--- config.mk ---
export PLATFORM = sky130hd
export DESIGN_NAME = restoring_divider
export DESIGN_NICKNAME = d
export VERILOG_FILES = /design/src/rtl/restoring_divider.sv
export SDC_FILE = /design/constraint.sdc
export NUM_CORES = 2
export LEC_CHECK = 0
export BUFFER_PORTS_ARGS = -buffer_cell sky130_fd_sc_hd__buf_2
export CAP_MARGIN = 15
export CORE_MARGIN = 1.5
export CORE_UTILIZATION = 52
export DETAILED_ROUTE_END_ITERATION = 10
export PLACE_DENSITY = 0.77
export SETUP_SLACK_MARGIN = 0.4
export SYNTH_ARGS = -nofsm -noshare
export SYNTH_HDL_FRONTEND = slang
export SYNTH_SLANG_ARGS = --single-unit
export TNS_END_PERCENT = 10
--- constraint.sdc ---
create_clock -name clk -period 3.5 [get_ports clk]
set_clock_uncertainty 0.15 [all_clocks]
set_input_delay 0.175 -clock clk [delete_from_list [all_inputs] [get_ports clk]]
set_output_delay 0.175 -clock clk [all_outputs]
set_load 0.01 [all_outputs]
--- src/rtl/restoring_divider.sv ---
// Sequential unsigned radix-2 restoring divider: 2W-bit dividend / W-bit divisor,
// one quotient bit per clock, valid/ready handshakes on input and output.
module restoring_divider #(
    parameter int DATA_WIDTH = 128
) (
    input  logic                    clk,
    input  logic                    rst_n,
    input  logic                    in_valid,
    output logic                    in_ready,
    input  logic [2*DATA_WIDTH-1:0] dividend,
    input  logic [DATA_WIDTH-1:0]   divisor,
    output logic                    out_valid,
    input  logic                    out_ready,
    output logic [DATA_WIDTH-1:0]   quotient,
    output logic [DATA_WIDTH-1:0]   remainder,
    output logic                    overflow,
    output logic                    div_by_zero
);

    localparam int W  = DATA_WIDTH;
    localparam int CW = $clog2(W + 1);

    typedef enum logic [1:0] {
        IDLE,
        CALC,
        DONE
    } state_t;

    state_t          state_q, state_d;
    logic [W-1:0]    rem_q;
    logic [W-1:0]    qshift_q;
    logic [W-1:0]    divisor_q;
    logic [CW-1:0]   count_q;

    logic [W:0]      shifted;
    logic            q_bit;
    logic [W-1:0]    rem_sub;
    logic [W-1:0]    rem_next;
    logic [W-1:0]    q_next;
    logic            accept;
    logic            ovf_in;
    logic            last;

    // rem < divisor always holds, so only the low W bits of the partial
    // remainder are stored; the carry-out bit lives only in 'shifted'.
    always_comb begin
        shifted  = {rem_q, qshift_q[W-1]};
        q_bit    = (shifted >= {1'b0, divisor_q});
        rem_sub  = shifted[W-1:0] - divisor_q;
        rem_next = q_bit ? rem_sub : shifted[W-1:0];
        q_next   = {qshift_q[W-2:0], q_bit};
    end

    assign in_ready  = (state_q == IDLE);
    assign out_valid = (state_q == DONE);
    assign accept    = in_valid && (state_q == IDLE);
    assign ovf_in    = (divisor == '0) || (dividend[2*W-1:W] >= divisor);
    assign last      = (count_q == CW'(1));

    always_ff @(posedge clk or negedge rst_n) begin
        if (!rst_n) begin
            state_q <= IDLE;
        end else begin
            state_q <= state_d;
        end
    end

    always_comb begin
        state_d = state_q;
        unique case (state_q)
            IDLE: if (accept) state_d = ovf_in ? DONE : CALC;
            CALC: if (last) state_d = DONE;
            DONE: if (out_ready) state_d = IDLE;
            default: state_d = IDLE;
        endcase
    end

    always_ff @(posedge clk or negedge rst_n) begin
        if (!rst_n) begin
            rem_q       <= '0;
            qshift_q    <= '0;
            divisor_q   <= '0;
            count_q     <= '0;
            quotient    <= '0;
            remainder   <= '0;
            overflow    <= 1'b0;
            div_by_zero <= 1'b0;
        end else if (accept) begin
            divisor_q <= divisor;
            if (ovf_in) begin
                quotient    <= '1;
                remainder   <= '0;
                overflow    <= 1'b1;
                div_by_zero <= (divisor == '0);
            end else begin
                rem_q    <= dividend[2*W-1:W];
                qshift_q <= dividend[W-1:0];
                count_q  <= CW'(W);
            end
        end else if (state_q == CALC) begin
            rem_q    <= rem_next;
            qshift_q <= q_next;
            count_q  <= count_q - CW'(1);
            if (last) begin
                quotient    <= q_next;
                remainder   <= rem_next;
                overflow    <= 1'b0;
                div_by_zero <= 1'b0;
            end
        end
    end

endmodule

=== After elaboration in Yosys (flattened, before gate mapping) ===
Cells that the tools add are included.

* Flip-flop bits (word level): 652
* Bits in latches: 0
* Bits in writable memories: 0
* ROM bits: 0
* Output and inout port bits: 260
* Logic and storage cells: 59
* Memories kept: 0

* Add/sub/neg operators: 2
* Multiply operators: 0
* Div/mod/pow operators: 0
* Order comparisons: 2
* Equality and inequality tests: 8
* Shifts and indexed selects: 0
* Multiplexer cells: 29
* Bitwise logic cells: 0
* Reductions and logical operators: 9

{| class="wikitable"
|+ Operators with widths
! operator !! number
|-
| two-way mux 128 bit || 15
|-
| greater-or-equal comparator 129 x 128 -> 1 bit || 1
|-
| greater-or-equal comparator 128 bit || 1
|-
| logical NOT 128 bit || 1
|-
| subtractor 128 bit || 1
|-
| two-way mux 8 bit || 3
|-
| equality test 8 x 1 -> 1 bit, second input constant || 1
|-
| two-way mux 2 bit || 4
|-
| subtractor 8 x 1 -> 8 bit, second input constant || 1
|-
| two-way mux 1 bit || 6
|-
| != test 2 x 1 -> 1 bit, second input constant || 3
|-
| one-hot mux 2 bit (3 select lines) || 1
|-
| AND reduction 3 bit || 2
|-
| != test 2 bit, second input constant || 2
|-
| nonzero test 2 bit || 2
|-
| equality test 2 x 1 -> 1 bit, second input constant || 1
|-
| equality test 2 bit, second input constant || 1
|-
| logical NOT 2 bit || 1
|-
| AND reduction 2 bit || 1
|-
| logical AND 1 bit || 1
|-
| logical OR 1 bit || 1
|}

=== Longest topological paths before layout ===
* Depth in word-level cells: 5
* Depth in mapped cells: 18
* Depth with buffers taken out: 16

=== Least setup slack after synthesis ===
Ideal clock, no wire load.

* Path type: register to register
* Start: reg rem_q[37]
* End: reg rem_q[126]
* Setup time: 0.126 ns
* Arrival: 3.265 ns
* Data required time: 3.224 ns
* Slack: -0.041 ns
* Stages on the path, launching flop included: 17
* Cell sequence: dfrtp_1 ha_1 clkbuf_1 nand4_1 nor3_1 and3_1 nand4_1 o31ai_1 a211o_2 nor2_1 o211a_1 buf_6 nor2_8 buf_4 mux2i_1 nor2_1 o32a_1

* Word-level cells in the longest chain between the ends: 4

{| class="wikitable"
|+ RTL lines
! item !! line !! text
|-
| start, declared || 30 || <nowiki>logic [W-1:0] rem_q;</nowiki>
|-
| start signal, assigned || 96 || <nowiki>rem_q <= dividend[2*W-1:W];</nowiki>
|-
| start signal, assigned || 101 || <nowiki>rem_q <= rem_next;</nowiki>
|-
| subtractor 128 bit or greater-or-equal comparator 129 x 128 -> 1 bit (tied branches) || 49, 48 ||
|-
| two-way mux 128 bit * || 50 || <nowiki>rem_next = q_bit ? rem_sub : shifted[W-1:0];</nowiki>
|-
| two-way mux 128 bit * || 100 || <nowiki>end else if (state_q == CALC) begin</nowiki>
|-
| two-way mux 128 bit * || 88 || <nowiki>end else if (accept) begin</nowiki>
|}

Every way passes the cells marked *; elsewhere a longest branch is shown, timed or not. The select of a mux whose other input is x is not followed.
A chain may end at the register's enable or synchronous reset.

=== Worst setup path after layout ===
* Start: reg divisor_q[38]
* End: reg remainder[93]

* Word-level cells in the longest chain between the ends: 5

{| class="wikitable"
|+ RTL lines
! item !! line !! text
|-
| start, declared || 32 || <nowiki>logic [W-1:0] divisor_q;</nowiki>
|-
| start signal, assigned || 89 || <nowiki>divisor_q <= divisor;</nowiki>
|-
| subtractor 128 bit or greater-or-equal comparator 129 x 128 -> 1 bit (tied branches) || 49, 48 ||
|-
| two-way mux 128 bit * || 50 ||
|-
| two-way mux 128 bit * || 104 || <nowiki>if (last) begin</nowiki>
|-
| two-way mux 128 bit * || 100 ||
|-
| two-way mux 128 bit * || 88 ||
|-
| end signal, assigned || 106 || <nowiki>remainder <= rem_next;</nowiki>
|-
| end, declared || 15 || <nowiki>output logic [DATA_WIDTH-1:0] remainder,</nowiki>
|}

Marked as above.

==> metrics.yaml <==
flow_run:
  maxCapViolations: 0
synthesis:
  ys_ff_latch: 652
  synthesis.area_um2: 40400
  yosysUniqueCellTypes: 88
  ys_seq_area_frac: 0.404
  synth_edf_count: 0
  synth_area_leaders: "dfrtp_1 40%, nand2_1 9.1%, ha_1 8.0%, o21ai_0 5.8%, a21oi_1 4.4%"
  yosysMostFrequentCell: "nand2_1"
  synth_top_area_cell: "dfrtp_1"
  yosys-top-cells-count: "982 x nand2_1, 652 x dfrtp_1, 465 x o21ai_0, 394 x nor2_1, 358 x a21oi_1"
  async_flop_share: 1.00
  synth_top_cell_area_share: 0.404
  synthFlopType: "dfrtp_1"
  synth_cells: 5001
  ys_warn_count: 0
  synth_area_per_cell_um2: 8.08
  syn_nets: 5648
hold_path:
  hp-class: "input port to asynchronous set/reset pin"
global_route:
  grt_pass1_vias: 50588
  track_usage: 0.482
  grt_max_degree: 163
  grt_pass1_wl_mm: 293
  grt_overflow: 0
  antenna_found_initial: 25
cells_and_area:
  nets: 7621
  area_delta_synth_final_pct: 57.7
  design_area_um2: 63800
  drive_above_1_share: 0.351
run_status:
  violations: "DRC, setup timing"
  status: "finished, violations left"
placement:
  place_area_um2: 52400
  place_hpwl_mm: 128
  dp_slack_ns: -1.60
  gp_congestion: 1.04
  io_buffer_count: 647
sta:
  setup_viol: 257
  final_max_slew_viol_count: 0
  tns_ns: -86.79
  worstMarginPinSlew_ns: 1.26
  fmax_mhz: 245
  finalCritPeriodShare: 1.17
  fin_hold_ws_ns: 0.00334
  min_period_ns: 4.08
  finalHoldViolCount: 0
  setup_ws_ns: -0.578
  rsz0062_at_grt: "true"
  slew_headroom: 0.155
detailed_routing:
  viasPerCell: 6.41
  wire_per_inst_um: 25.6
  remaining_drc_errors: 2
  postRouteAntennaNets: 0
  dr.pass1.iters: 11
  wl_mm: 207
  vias: 51802
  drt-initial-drc-count: 6910
setup_path:
  cp_data_required_time_ns: 3.88
  endpoint_kind: "flop"
  slowest_delay_ns: 0.39
  crit_type: "flop to flop"
  cp-startpoint: "divisor_q[38]$_DFFE_PN0P_"
  crit_path_cell_trace: "inv_1 -> ha_1 -> nand4_1 -> nor3_2 -> buf_4 -> and3_4 -> buf_6 -> nand4_1 -> o31ai_2 -> a211o_2 -> nor2_4 -> o211a_4 -> nor2_8 -> buf_12 -> buf_6 -> buf_12 -> buf_16 -> a31oi_4 -> nand3b_1 -> o21ai_2"
  r2r-start: "divisor_q[38]$_DFFE_PN0P_"
  critPathArrivalTime_ns: 4.45
  critPathLaunchType: "flop"
  crit_slowest_cell: "dfrtp_1"
  cp_max_fo: 6
die:
  start_util: 0.524
  io_pins: 648
  core_um2: 77200
  die-width_um: 282
  die_area_um2: 79400
  dieHeight_um: 282
  rows: 102
cts:
  tritoncts: "built"
  clkSinkCount: 652
  clk_latency_ns: 0.67
  clockBufferDepth: 3
  h-tree-depth: 3
  root_buffer: "clkbuf_16"
  numCtsBuffers: 74
  clk_transition_reported_paths_ns: 0.06
pwr:
  power.leakage_nw: 29.7
  peakVddDrop_uv: 751
  power_w: 0.0879
  p_per_area_nw_per_um2: 1380
[path summary, 6_finish.rpt]
kind	depth (start not counted)	slack, ns	end
setup / recovery	20	-0.58	remainder[93]$_DFFE_PN0P_
min in group clk	3	0.06	divisor_q[4]$_DFFE_PN0P_
hold reg to reg	2	0.33	remainder[35]$_DFFE_PN0P_
hold / removal	2	0.003	divisor_q[30]$_DFFE_PN0P_
setup reg to reg	20	-0.58	remainder[93]$_DFFE_PN0P_
max in group asynchronous	3	2.03	remainder[10]$_DFFE_PN0P_
[worst max-delay path: cells and delay by family (launching register included)]
kind / cells / cell delay, ns
flops: 1 / 0.39
simple gates: 7 / 1.03
compound gates: 5 / 1.09
buf+inv: 7 / 0.95
fa+ha+maj: 1 / 0.34
[area by class of cell]
type | count | area, um^2
multi-input combinational | 3719 | 24900
timing repair buffer | 2215 | 17500
sequential | 652 | 16300
fill | 4139 | 13400
clock buffer | 99 | 2050
tap | 1040 | 1300
inverter | 312 | 1180
clock inverter | 33 | 544
antenna | 14 | 35.0
[cell families after synthesis]
logic type,Yosys count,share of synthesized area
simple gates,1805,0.193
compound gates,1465,0.218
buf+inv,630,0.0605
xor+xnor,111,0.0240
mux,79,0.0201
flops,652,0.404
fa+ha+maj,259,0.0803
[what timing repair did]
action                                  4_1_cts  5_1_grt
endpoints found under the hold margin       463        0
cloned                                       17        3
hold buffers                                387        0
endpoints found under the setup margin      524      518
resized for setup                           333      432
setup buffers                                55       38
pin swaps                                   108      194
[registers in the layout, indices dropped and copies added (netlist names)]
signal / flops
state_q: 2
count_q: 8
quotient: 128
overflow: 1
divisor_q: 128
qshift_q: 128
rem_q: 128
remainder: 128
div_by_zero: 1
[power breakdown]
| part | total (W) | leakage, nW | switching, W | internal, W |
|---|---|---|---|---|
| Sequential | 0.0143 | 7.44 | 0.00298 | 0.0113 |
| Combinational | 0.0652 | 21.0 | 0.0352 | 0.0300 |
| Clock | 0.00845 | 1.26 | 0.00360 | 0.00485 |
[through the flow]
step | utilization | cells
after floorplan | - | 5001
after global placement | 0.678 | 7436
after detailed placement | 0.678 | 7437
after CTS | 0.794 | 8028
after global routing | 0.826 | 8078
final | 0.826 | 8084
[routing by layer]
| layer | up-vias | routed length [um] | track usage |
|---|---|---|---|
| li1 | 21410 | - | - |
| met1 | 24489 | 71600 | 0.574 |
| met2 | 4445 | 89600 | 0.731 |
| met3 | 1438 | 25600 | 0.140 |
| met4 | 20 | 19700 | 0.381 |
| met5 | - | 126 | 0 |
[cells in the final DEF (no fill, tap or decap), drive strengths merged, types with 8 or more instances in the layout]
| cell type | count |
|---|---|
| buf | 1822 |
| nand2 | 984 |
| dfrtp | 652 |
| o21ai | 476 |
| nor2 | 396 |
| dlygate4sd3 | 387 |
| a21oi | 359 |
| inv | 315 |
| ha | 258 |
| a31oi | 205 |
| nand4 | 116 |
| a21o | 114 |
| clkbuf | 102 |
| xnor2 | 80 |
| or3 | 78 |
| mux2i | 63 |
| o31ai | 60 |
| o21bai | 53 |
| nor4 | 52 |
| nor3 | 49 |
| nand3 | 40 |
| xor2 | 31 |
| a211oi | 23 |
| o21a | 21 |
| clkinv | 20 |
| o211ai | 18 |
| a22oi | 18 |
| and3 | 17 |
| mux2 | 16 |
| or2 | 15 |
| diode | 14 |
| nor2b | 14 |
| a21boi | 14 |
| nand2b | 12 |
| and2 | 12 |
| o22a | 10 |
| bufinv | 9 |
| o41ai | 9 |
| a22o | 8 |
| and4 | 8 |
Power figures use the tool's default switching activity.
